[config.mk]
export PLATFORM = sky130hd
export DESIGN_NAME = adc_spi_master
export DESIGN_NICKNAME = d
export VERILOG_FILES = /design/src/rtl/adc_spi_master.sv
export SDC_FILE = /design/constraint.sdc
export NUM_CORES = 1
export LEC_CHECK = 0
export ABC_AREA = 1
export BUFFER_PORTS_ARGS = -buffer_cell sky130_fd_sc_hd__buf_2
export CAP_MARGIN = 5
export CORE_ASPECT_RATIO = 1.4
export CORE_MARGIN = 2
export CORE_UTILIZATION = 48
export CTS_CLUSTER_SIZE = 40
export DETAILED_ROUTE_END_ITERATION = 12
export PLACE_DENSITY = 0.68
export REMOVE_ABC_BUFFERS = 1
export SLEW_MARGIN = 20
export SYNTH_ARGS = -nofsm -noshare
export SYNTH_HDL_FRONTEND = slang
export SYNTH_SLANG_ARGS = --single-unit
[constraint.sdc]
create_clock -name clk -period 2.2 [get_ports clk]
set_input_delay 0.22 -clock clk [delete_from_list [all_inputs] [get_ports clk]]
set_output_delay 0.22 -clock clk [all_outputs]
set_load 0.1 [all_outputs]
[src/rtl/adc_spi_master.sv]
// 3-wire SPI master for the ADC configuration port: one 24-bit frame per command,
// MSB first, with an 8-bit read-back captured while SDIO is turned around.
module adc_spi_master #(
  parameter int MOSI_DATA_WIDTH = 24,
  parameter int MISO_DATA_WIDTH = 8,
  parameter int CLK_DIV         = 4
) (
  input  logic                       clk,
  input  logic                       rst_n,
  input  logic                       i_spi_wr_cmd,
  input  logic                       i_spi_rd_cmd,
  input  logic [MOSI_DATA_WIDTH-1:0] i_spi_wr_data,
  output logic [MISO_DATA_WIDTH-1:0] o_spi_rd_data,
  output logic                       o_spi_busy,
  output logic                       o_spi_csb,
  output logic                       o_spi_sclk,
  output logic                       o_spi_sdio_o,
  output logic                       o_spi_sdio_oe,
  input  logic                       i_spi_sdio_i
);

  localparam logic [7:0] DIV_MAX     = 8'(CLK_DIV - 1);
  localparam logic [4:0] BIT_MSB     = 5'(MOSI_DATA_WIDTH - 1);
  localparam logic [4:0] RD_LAST_BIT = 5'(MISO_DATA_WIDTH - 1);

  typedef enum logic [2:0] {S_IDLE, S_LEAD, S_SHIFT, S_TRAIL, S_GAP} state_t;

  state_t                     state_q, state_d;
  logic                       busy_q;
  logic [7:0]                 div_q, div_d;
  logic [4:0]                 bit_q, bit_d;
  logic                       phase_q, phase_d;
  logic                       rd_q, rd_d;
  logic [MOSI_DATA_WIDTH-1:0] frame_q, frame_d;
  logic [MISO_DATA_WIDTH-1:0] rx_q, rx_d;
  logic [MISO_DATA_WIDTH-1:0] rd_data_q, rd_data_d;
  logic                       div_end;

  assign div_end = (div_q == DIV_MAX);

  always_ff @(posedge clk) begin
    if (!rst_n) begin
      state_q   <= S_IDLE;
      busy_q    <= 1'b0;
      div_q     <= '0;
      bit_q     <= '0;
      phase_q   <= 1'b0;
      rd_q      <= 1'b0;
      frame_q   <= '0;
      rx_q      <= '0;
      rd_data_q <= '0;
    end else begin
      state_q   <= state_d;
      busy_q    <= (state_d != S_IDLE);
      div_q     <= div_d;
      bit_q     <= bit_d;
      phase_q   <= phase_d;
      rd_q      <= rd_d;
      frame_q   <= frame_d;
      rx_q      <= rx_d;
      rd_data_q <= rd_data_d;
    end
  end

  always_comb begin
    state_d   = state_q;
    div_d     = div_q;
    bit_d     = bit_q;
    phase_d   = phase_q;
    rd_d      = rd_q;
    frame_d   = frame_q;
    rx_d      = rx_q;
    rd_data_d = rd_data_q;
    case (state_q)
      S_IDLE: begin
        div_d   = '0;
        bit_d   = '0;
        phase_d = 1'b0;
        if (i_spi_wr_cmd || i_spi_rd_cmd) begin
          state_d = S_LEAD;
          rd_d    = i_spi_rd_cmd;
          frame_d = i_spi_wr_data;
          // A read wins over a simultaneous write; clearing the byte stops stale compares.
          if (i_spi_rd_cmd) begin
            frame_d[MOSI_DATA_WIDTH-1] = 1'b1;
            rd_data_d                  = '0;
          end
        end
      end
      S_LEAD: begin
        if (div_end) begin
          state_d = S_SHIFT;
          div_d   = '0;
          bit_d   = BIT_MSB;
          phase_d = 1'b0;
        end else begin
          div_d = div_q + 8'd1;
        end
      end
      S_SHIFT: begin
        if (phase_q && (div_q == 8'd0)) begin
          rx_d = {rx_q[MISO_DATA_WIDTH-2:0], i_spi_sdio_i};
        end
        if (div_end) begin
          div_d = '0;
          if (!phase_q) begin
            phase_d = 1'b1;
          end else if (bit_q == 5'd0) begin
            state_d = S_TRAIL;
            if (rd_q) begin
              rd_data_d = rx_q;
            end
          end else begin
            phase_d = 1'b0;
            bit_d   = bit_q - 5'd1;
            frame_d = {frame_q[MOSI_DATA_WIDTH-2:0], 1'b0};
          end
        end else begin
          div_d = div_q + 8'd1;
        end
      end
      S_TRAIL: begin
        if (div_end) begin
          state_d = S_GAP;
          div_d   = '0;
        end else begin
          div_d = div_q + 8'd1;
        end
      end
      S_GAP: begin
        if (div_end) begin
          state_d = S_IDLE;
          div_d   = '0;
        end else begin
          div_d = div_q + 8'd1;
        end
      end
      default: state_d = S_IDLE;
    endcase
  end

  always_comb begin
    o_spi_csb     = 1'b1;
    o_spi_sclk    = 1'b0;
    o_spi_sdio_o  = 1'b0;
    o_spi_sdio_oe = 1'b0;
    case (state_q)
      S_LEAD: begin
        o_spi_csb     = 1'b0;
        o_spi_sdio_o  = frame_q[MOSI_DATA_WIDTH-1];
        o_spi_sdio_oe = 1'b1;
      end
      S_SHIFT: begin
        o_spi_csb     = 1'b0;
        o_spi_sclk    = phase_q;
        o_spi_sdio_o  = frame_q[MOSI_DATA_WIDTH-1];
        // Bus turns around for the data byte of a read.
        o_spi_sdio_oe = !(rd_q && (bit_q <= RD_LAST_BIT));
      end
      S_TRAIL: begin
        o_spi_csb     = 1'b0;
        o_spi_sdio_oe = !rd_q;
      end
      default: ;
    endcase
  end

  assign o_spi_busy    = busy_q;
  assign o_spi_rd_data = rd_data_q;

endmodule

==> results.py, run 1 <==
metrics = {
    "worst_setup_path": {
        "worstSetupEndpoint": "o_spi_sdio_oe",
        "reg2reg_slack_ns": 0.28,
        "cp_max_fo": 8,
        "crit_required_ns": 1.98,
        "start_kind": "flop",
        "crit_path_start": "state_q[2]$_SDFF_PN0_",
        "cp_data_arrival_time_ns": 1.83,
        "r2r-end": "frame_q[22]$_SDFFE_PN0P_",
        "ff2ff_path_depth": 9,
        "r2r-start": "div_q[0]$_SDFFE_PN0P_",
        "critPathKind": "flop to primary output",
        "critPathCaptureType": "primary output",
    },
    "cts": {
        "post_cts_resized": 0,
        "numCtsBuffers": 9,
        "htreeDepth": 3,
        "cts.sinks": 59,
        "cts_tree": "done",
        "path_clk_slew_ns": 0.07,
        "clockRootBuffer": "clkbuf_8",
        "ctsLongestPathBuffers": 2,
        "postCtsSetupBuffers": 0,
        "insertion_delay_ns": 0.34,
        "hold_buffers": 0,
    },
    "power": {
        "total_power_mw": 2.89,
        "power.density_mw_per_mm2": 838,
        "leakage_nw": 1.67,
        "peakVddDrop_mv": 0.467,
    },
    "logic_synthesis": {
        "synth.largest_area_cell": "dfxtp_1",
        "synth.distinct_cells": 31,
        "ys_dominant_reg_cell": "dfxtp_1",
        "yosys-top-cells-area": "dfxtp_1, nand2_1, nor2_1, a21oi_1, o21ai_0",
        "syn-instance-count": 450,
        "syn_area_mm2": 0.00294,
        "synth-edff-count": 0,
        "ys_ff_latch": 59,
        "avgSynthCellArea_um2": 6.54,
        "yosysWarnings": 0,
        "seq_area_frac_synth_pct": 40.2,
        "synth_top_area_share_pct": 40.2,
        "ys_async_sr_fraction_pct": 0,
    },
    "placed_design": {
        "io_buffers": 41,
        "place.gp.congestion": 0.924,
        "dp_hpwl_um": 4410,
        "dp_cells": 551,
        "dpl_cell_area_mm2": 0.00322,
    },
    "timing": {
        "worst_pin_slew_ns": 0.487,
        "slew_headroom_pct": 67.8,
        "fmax_ghz": 0.487,
        "finalHoldViolCount": 0,
        "period_minus_slack_ns": 2.05,
        "setup_viol": 0,
        "rsz0062_at_grt": "false",
        "clock_skew_ns": 0.00910,
        "fin_tns_setup_ns": 0,
        "finalMaxSlewViolations": 0,
        "fin_crit_sh_pct": 93.4,
    },
    "grt": {
        "grt_overflow": 0,
        "grt_util_all_layers_pct": 19.7,
        "grt_max_degree": 41,
        "grt_pass1_wl_um": 10900,
        "antenna_found_initial": 0,
        "grt_pass1_vias": 2585,
    },
    "route": {
        "wirelength_um": 6410,
        "drt_iter0_drc": 122,
        "vias": 2831,
        "firstDrtPassIters": 4,
        "drc_errors": 0,
        "avgViaCountPerCell": 5.00,
        "wl_per_cell_um": 11.3,
        "ant_nets": 0,
    },
    "die": {
        "ios": 42,
        "die_h_um": 96.6,
        "initial_core_util_pct": 49.8,
        "die_w_um": 70.2,
        "num_rows": 33,
        "dieArea_mm2": 0.00678,
        "core_mm2": 0.00590,
    },
    "layout": {
        "num-fill-cells": 606,
        "n_antenna_cell": 0,
        "stdcell_area_mm2": 0.00345,
        "drive_gt1_share_pct": 15.7,
        "area_growth_pct": 17.4,
        "utilization_pct": 58.5,
        "finalNetCount": 526,
        "stdcell_count": 566,
    },
    "worst_hold_path": {
        "hold_class": "input port to flop",
        "hold_start": "i_spi_sdio_i",
    },
    "outcome": {
        "status": "complete, no violations",
    },
    "flow_run": {
        "cap_violations": 0,
    },
}
-- placed cells by master, fill, tap and decap left out, types with 5 or more instances in the layout --
master / n
nand3_1: 12
o21ai_0: 22
nor3_1: 6
nand2_1: 130
nor2_1: 93
nand4_1: 10
inv_1: 28
dfxtp_1: 59
a21oi_1: 22
ha_1: 5
buf_4: 8
o21ai_1: 21
clkbuf_8: 9
buf_2: 39
-- critical path, cell delays in order (launching register included) --
cell and delay (ns):
dfxtp_1 0.37, inv_2 0.14, nand2_2 0.08, nor2_2 0.26, o21ai_0 0.15, a31oi_1 0.27, buf_12 0.22
-- report_power, final --
| group | leakage, nW | total, mW | switching [mW] | internal [mW] |
|---|---|---|---|---|
| Combinational | 1.07 | 0.531 | 0.379 | 0.151 |
| Clock | 0.112 | 1.17 | 0.426 | 0.744 |
| Sequential | 0.485 | 1.19 | 0.0443 | 1.15 |
-- flip-flops by register name (all words and copies together) (netlist names) --
register       cells
o_spi_busy         1
state_q            3
div_q              8
rx_q               8
frame_q           24
phase_q            1
bit_q              5
rd_q               1
o_spi_rd_data      8
-- cell families (layout without fill, tap and decap cells) --
logic type | count (synthesis) | in the layout | share of synthesized area, %
flip-flops | 59 | 59 | 40.2
AO/OA/AOI/OAI | 69 | 69 | 12.1
AND/OR/NAND/NOR | 265 | 265 | 37.4
buffers and inverters | 50 | 96 | 7.57
adder cells (fa/ha/maj) | 5 | 5 | 2.13
XOR/XNOR | 2 | 2 | 0.596
-- metrics by stage --
| stage | setup WS [ns] | hold slack [ns] |
|---|---|---|
| 6_report | 0.146 | 0.134 |
| 5_1_grt | 0.00152 | 0.136 |
| 4_1_cts | 0.125 | 0.125 |
| 3_5_place_dp | 0.295 | 0.471 |
| 3_3_place_gp | 0.336 | 0.460 |
| 2_1_floorplan | -1.31 | 0.336 |
-- final cells by class --
class                      instances  area, um2  area share (%)
tap                               70       87.6            2.54
clock inverter                     5        103            2.97
sequential                        59       1180            34.2
inverter                          32        123            3.55
multi-input combinational        341       1540            44.5
timing repair buffer              49        295            8.55
clock buffer                      10        128            3.69
-- layer usage --
| layer | vias up | global-route usage (%) | share of wire (%) |
|---|---|---|---|
| li1 | 1520 | - | - |
| met1 | 1251 | 22.9 | 45 |
| met2 | 51 | 34.0 | 49 |
| met3 | 9 | 4.69 | 3.7 |
| met4 | 0 | 8.43 | 1.5 |
| met5 | - | 0 | 0 |
-- how the worst min path moves through the flow --
stage	to	slack, ns	cells past startpoint
global placement	rx_q[7]$_SDFFE_PN0P_	0.46	2
detailed placement	rx_q[7]$_SDFFE_PN0P_	0.47	2
floorplan	state_q[0]$_SDFF_PN0_	0.34	2
CTS	rx_q[0]$_SDFFE_PN0P_	0.12	3
finish	rx_q[0]$_SDFFE_PN0P_	0.13	3
global route	rx_q[0]$_SDFFE_PN0P_	0.14	3
-- cells in the mapped netlist (3+ instances only) --
library cell and instances:
nor2_1 93, nand2_2 3, dfxtp_1 59, nor3_1 6, nand3_1 12, o21ai_1 21, a21oi_1 22, buf_6 3
ha_1 5, nand4_1 10, nand2_1 130, inv_2 3, o21ai_0 22, clkbuf_1 7, inv_1 28, buf_2 8
(Power assumes the default switching activity.)
==> run 2: changes to the inputs <==
--- a/config.mk
+++ b/config.mk
@@ -8,3 +8,3 @@
 export ABC_AREA = 1
-export BUFFER_PORTS_ARGS = -buffer_cell sky130_fd_sc_hd__buf_2
+export BUFFER_PORTS_ARGS = -buffer_cell sky130_fd_sc_hd__buf_4
 export CAP_MARGIN = 5
==> constraint.sdc (replaced) <==
create_clock -name clk -period 2.2 [get_ports clk]
set_input_delay 0.11 -clock clk [delete_from_list [all_inputs] [get_ports clk]]
set_output_delay 0.11 -clock clk [all_outputs]
set_load 0.1 [all_outputs]
==> results.py, run 2 (same netlist as run 1, synthesis figures left out) <==
metrics = {
    "timing": {
        "clock_skew_ns": 0.00841,
        "rsz0062_at_grt": "false",
        "fin_crit_sh_pct": 94.0,
        "worst_slack_ns": 0.131,
        "slew_headroom_pct": 66.6,
        "worst_pin_slew_ns": 0.501,
        "fin_tns_setup_ns": 0,
        "period_minus_slack_ns": 2.07,
        "fmax_ghz": 0.483,
        "setup_viol": 0,
        "finalHoldViolCount": 0,
        "finalMaxSlewViolations": 0,
        "whs_ns": 0.0302,
    },
    "route": {
        "avgViaCountPerCell": 4.93,
        "firstDrtPassIters": 4,
        "drc_errors": 0,
        "drt_iter0_drc": 142,
        "ant_nets": 0,
        "wl_per_cell_um": 11.2,
        "wirelength_um": 6350,
        "vias": 2788,
    },
    "worst_setup_path": {
        "cpMostUsedCell": "buf_4",
        "critical-path-top-delay-family": "buffers and inverters",
        "critPathCaptureType": "primary output",
        "reg2reg_slack_ns": 0.30,
        "cp_max_fo": 10,
        "slowest_delay_ns": 0.37,
        "crit_path_top_delay_cell": "dfxtp_1",
        "cp_cell_sequence": "inv_2 > nand2_2 > nor2_2 > buf_4 > o21ai_0 > a31oi_1 > buf_4",
        "cp_data_arrival_time_ns": 1.96,
        "critPathKind": "flop to primary output",
        "path_buf_inv": 3,
        "crit_cells": 7,
        "start_kind": "flop",
        "ff2ff_path_depth": 9,
        "crit_required_ns": 2.09,
    },
    "layout": {
        "stdcell_count": 566,
        "layout_commonest_cell": "nand2_1",
        "final_cell_mix": "nand2_1, nor2_1, dfxtp_1",
        "utilization_pct": 59.8,
        "stdcell_area_mm2": 0.00353,
        "drive_gt1_share_pct": 15.9,
        "largest_reg_flops": 24,
        "n_antenna_cell": 0,
        "area_growth_pct": 20.0,
        "regMostFlops": "frame_q",
        "finalNetCount": 525,
    },
    "die": {
        "num_rows": 33,
        "die_w_um": 70.2,
        "initial_core_util_pct": 49.8,
        "core_mm2": 0.00590,
        "die_h_um": 96.6,
        "dieArea_mm2": 0.00678,
        "ios": 42,
    },
    "grt": {
        "grt_max_degree": 41,
        "grt_util_all_layers_pct": 19.7,
        "grt_pass1_vias": 2534,
        "grt_overflow": 0,
        "grt_pass1_wl_um": 10900,
        "antenna_found_initial": 0,
    },
    "cts": {
        "htreeDepth": 3,
        "cts_tree": "done",
        "postCtsSetupBuffers": 0,
        "post_cts_resized": 0,
        "numCtsBuffers": 9,
        "ctsLongestPathBuffers": 2,
        "insertion_delay_ns": 0.34,
        "path_clk_slew_ns": 0.07,
        "hold_buffers": 0,
        "clockRootBuffer": "clkbuf_8",
        "cts.sinks": 59,
    },
    "outcome": {
        "status": "complete, no violations",
    },
    "power": {
        "power.density_mw_per_mm2": 829,
        "leakage_nw": 1.69,
        "total_power_mw": 2.93,
        "peakVddDrop_mv": 0.460,
    },
    "placed_design": {
        "dp_cells": 550,
        "dpl_cell_area_mm2": 0.00329,
        "place.gp.congestion": 0.896,
        "dp_hpwl_um": 4400,
        "io_buffers": 41,
        "place_ws_ns": 0.297,
    },
    "worst_hold_path": {
        "min_delay_path_depth": 3,
        "hold_class": "input port to flop",
    },
    "flow_run": {
        "cap_violations": 0,
    },
}
==> run 2: final cells by class <==
type	count	area, um2
tap	70	87.6
sequential	59	1180
multi-input combinational	341	1540
clock inverter	7	116
clock buffer	9	124
fill	568	2370
inverter	32	123
timing repair buffer	48	360
==> run 2: per-layer routing <==
| layer | track usage (%) | routed length, um |
|---|---|---|
| met5 | 0 | 0 |
| met1 | 22.7 | 2880 |
| met3 | 4.79 | 259 |
| met2 | 34.0 | 3140 |
| met4 | 8.58 | 60 |
==> run 2: final timing paths <==
kind	to	from
max	o_spi_sdio_oe	state_q[2]$_SDFF_PN0_
min reg2reg	phase_q$_SDFFE_PN0P_	phase_q$_SDFFE_PN0P_
max reg2reg	frame_q[2]$_SDFFE_PN0P_	div_q[1]$_SDFFE_PN0P_
min	rx_q[0]$_SDFFE_PN0P_	i_spi_sdio_i
==> run 2: worst register-to-register path, delay by kind of cell (launching register included) <==
kind	cells	cell delay, ns
adder cells (fa/ha/maj)	1	0.19
buffers and inverters	1	0.27
flip-flops	1	0.35
AND/OR/NAND/NOR	7	1.02
==> run 2: report_power, final <==
part | internal [mW] | switching, mW
registers | 1.15 | 0.0439
clock network | 0.750 | 0.439
logic | 0.169 | 0.376
==> run 3: changes to the inputs <==
- CORE_UTILIZATION: 48 -> 50
- PLACE_DENSITY: 0.68 -> 0.7
- REMOVE_ABC_BUFFERS: 1 -> not set
==> results.py, run 3 (same netlist as run 1, synthesis figures left out) <==
metrics = {
    "outcome": {
        "status": "complete, no violations",
    },
    "die": {
        "core_mm2": 0.00578,
        "initial_core_util_pct": 50.9,
        "die_w_um": 68.8,
        "die_h_um": 94.8,
        "ios": 42,
        "num_rows": 33,
        "dieArea_mm2": 0.00652,
    },
    "worst_hold_path": {
        "hold_start": "i_spi_sdio_i",
        "hold_end": "rx_q[0]$_SDFFE_PN0P_",
        "hold_class": "input port to flop",
        "min_delay_path_depth": 3,
    },
    "route": {
        "wirelength_um": 6460,
        "drc_errors": 0,
        "avgViaCountPerCell": 5.02,
        "firstDrtPassIters": 4,
        "ant_nets": 0,
        "vias": 2853,
        "drt_iter0_drc": 146,
        "wl_per_cell_um": 11.4,
    },
    "power": {
        "leakage_nw": 1.70,
        "total_power_mw": 2.80,
        "power.density_mw_per_mm2": 790,
        "peakVddDrop_mv": 0.646,
    },
    "worst_setup_path": {
        "slowest_delay_ns": 0.48,
        "start_kind": "flop",
        "critical-path-top-delay-family": "flip-flops",
        "path_buf_inv": 2,
        "critPathKind": "flop to primary output",
        "r2r-end": "o_spi_rd_data[7]$_SDFFE_PN0P_",
        "cp_max_fo": 7,
        "ff2ff_path_depth": 9,
        "reg2reg_slack_ns": 0.35,
        "critPathCaptureType": "primary output",
        "cp_data_arrival_time_ns": 1.94,
        "crit_path_top_delay_cell": "dfxtp_1",
        "r2r-start": "state_q[1]$_SDFF_PN0_",
        "crit_required_ns": 2.09,
        "cp_cell_sequence": "inv_2 > nor2_2 > o21ai_0 > a31oi_4 > buf_4",
    },
    "cts": {
        "hold_buffers": 0,
        "postCtsSetupBuffers": 0,
        "ctsLongestPathBuffers": 2,
        "post_cts_resized": 0,
        "path_clk_slew_ns": 0.06,
        "insertion_delay_ns": 0.33,
        "cts.sinks": 59,
        "cts_tree": "done",
        "htreeDepth": 3,
        "numCtsBuffers": 9,
        "clockRootBuffer": "clkbuf_8",
    },
    "grt": {
        "grt.met1_usage_pct": 25.1,
        "grt_max_degree": 38,
        "use_met2_pct": 37.3,
        "grt_overflow": 0,
        "grt_util_all_layers_pct": 21.9,
        "top_usage_layer": "met2",
        "antenna_found_initial": 0,
        "grt_pass1_wl_um": 10800,
        "grt_pass1_vias": 2519,
        "grt_use_met3_pct": 3.22,
    },
    "layout": {
        "area_growth_pct": 20.3,
        "regMostFlops": "frame_q",
        "multiInputGateArea_mm2": 0.00155,
        "layout_commonest_cell": "nand2_1",
        "num-fill-cells": 581,
        "drive_gt1_share_pct": 16.3,
        "n_antenna_cell": 0,
        "regArea_mm2": 0.00118,
        "largest_reg_flops": 24,
        "finalNetCount": 528,
        "final_cell_mix": "nand2_1, nor2_1, dfxtp_1",
    },
    "timing": {
        "fmax_ghz": 0.488,
        "worst_pin_slew_ns": 0.442,
        "finalMaxSlewViolations": 0,
        "finalHoldViolCount": 0,
        "fin_tns_setup_ns": 0,
        "period_minus_slack_ns": 2.05,
        "slew_headroom_pct": 70.2,
        "rsz0062_at_grt": "false",
        "clock_skew_ns": 0.00581,
        "fin_crit_sh_pct": 93.2,
        "setup_viol": 0,
    },
    "placed_design": {
        "io_buffers": 41,
        "dp_hpwl_um": 4610,
        "place.gp.congestion": 0.865,
    },
    "flow_run": {
        "cap_violations": 0,
    },
    "logic_synthesis": {
        "synth_fp_nets": 484,
    },
}
-- run 3: changes by cell type in the layout (fill, tap and decap cells not counted), moves of 2 or more --
cell,change
clkbuf_8,+4
buf_4,+3
bufinv_16,-2
clkinv_2,-2
-- run 3: tightest hold or removal path, stage by stage --
cell and delay, ns:
buf_4 0.07, o21ai_0 0.07, nor2_1 0.08
-- run 3: worst max-delay path by stage --
stage	startpoint	to	slack, ns	cells after the start
global placement	state_q[1]$_SDFF_PN0_	o_spi_rd_data[5]$_SDFFE_PN0P_	0.37	9
CTS	state_q[1]$_SDFF_PN0_	o_spi_sdio_oe	0.15	5
detailed placement	state_q[1]$_SDFF_PN0_	o_spi_rd_data[7]$_SDFFE_PN0P_	0.38	9
global route	state_q[1]$_SDFF_PN0_	o_spi_sdio_oe	0.06	5
floorplan	state_q[1]$_SDFF_PN0_	o_spi_sdio_oe	0.02	4
finish	state_q[1]$_SDFF_PN0_	o_spi_sdio_oe	0.15	5
-- run 3: area by class of cell --
class                           count  area share [%]
Multi-Input combinational cell    341            43.9
Sequential cell                    59            33.4
Timing Repair Buffer               51            10.8
Clock buffer                       14            5.16
Inverter                           32            3.46
Tap cell                           70            2.47
Clock inverter                      1           0.848
-- run 3: stage by stage --
stage | hold slack [ns] | std cells | utilization, % | setup WS (ns) | instance area (um2)
after detailed placement | 0.376 | 553 | 57.6 | 0.376 | 3330
after floorplan | 0.276 | 450 | - | 0.0153 | 2960
after global routing | 0.0603 | 568 | 61.2 | 0.0609 | 3540
after CTS | 0.0228 | 568 | 61.2 | 0.153 | 3540
after global placement | 0.363 | 553 | 57.6 | 0.374 | 3330
final | 0.0335 | 568 | 61.2 | 0.149 | 3540
-- run 3: power breakdown --
group	switching, mW	internal, mW
clock	0.404	0.641
combinational	0.379	0.176
sequential	0.0454	1.15
-- run 3: layer usage --
metal,wire length [um],vias to the layer above
met5,0,-
met4,164,0
met3,236,12
met2,3230,64
met1,2830,1258
li1,-,1519
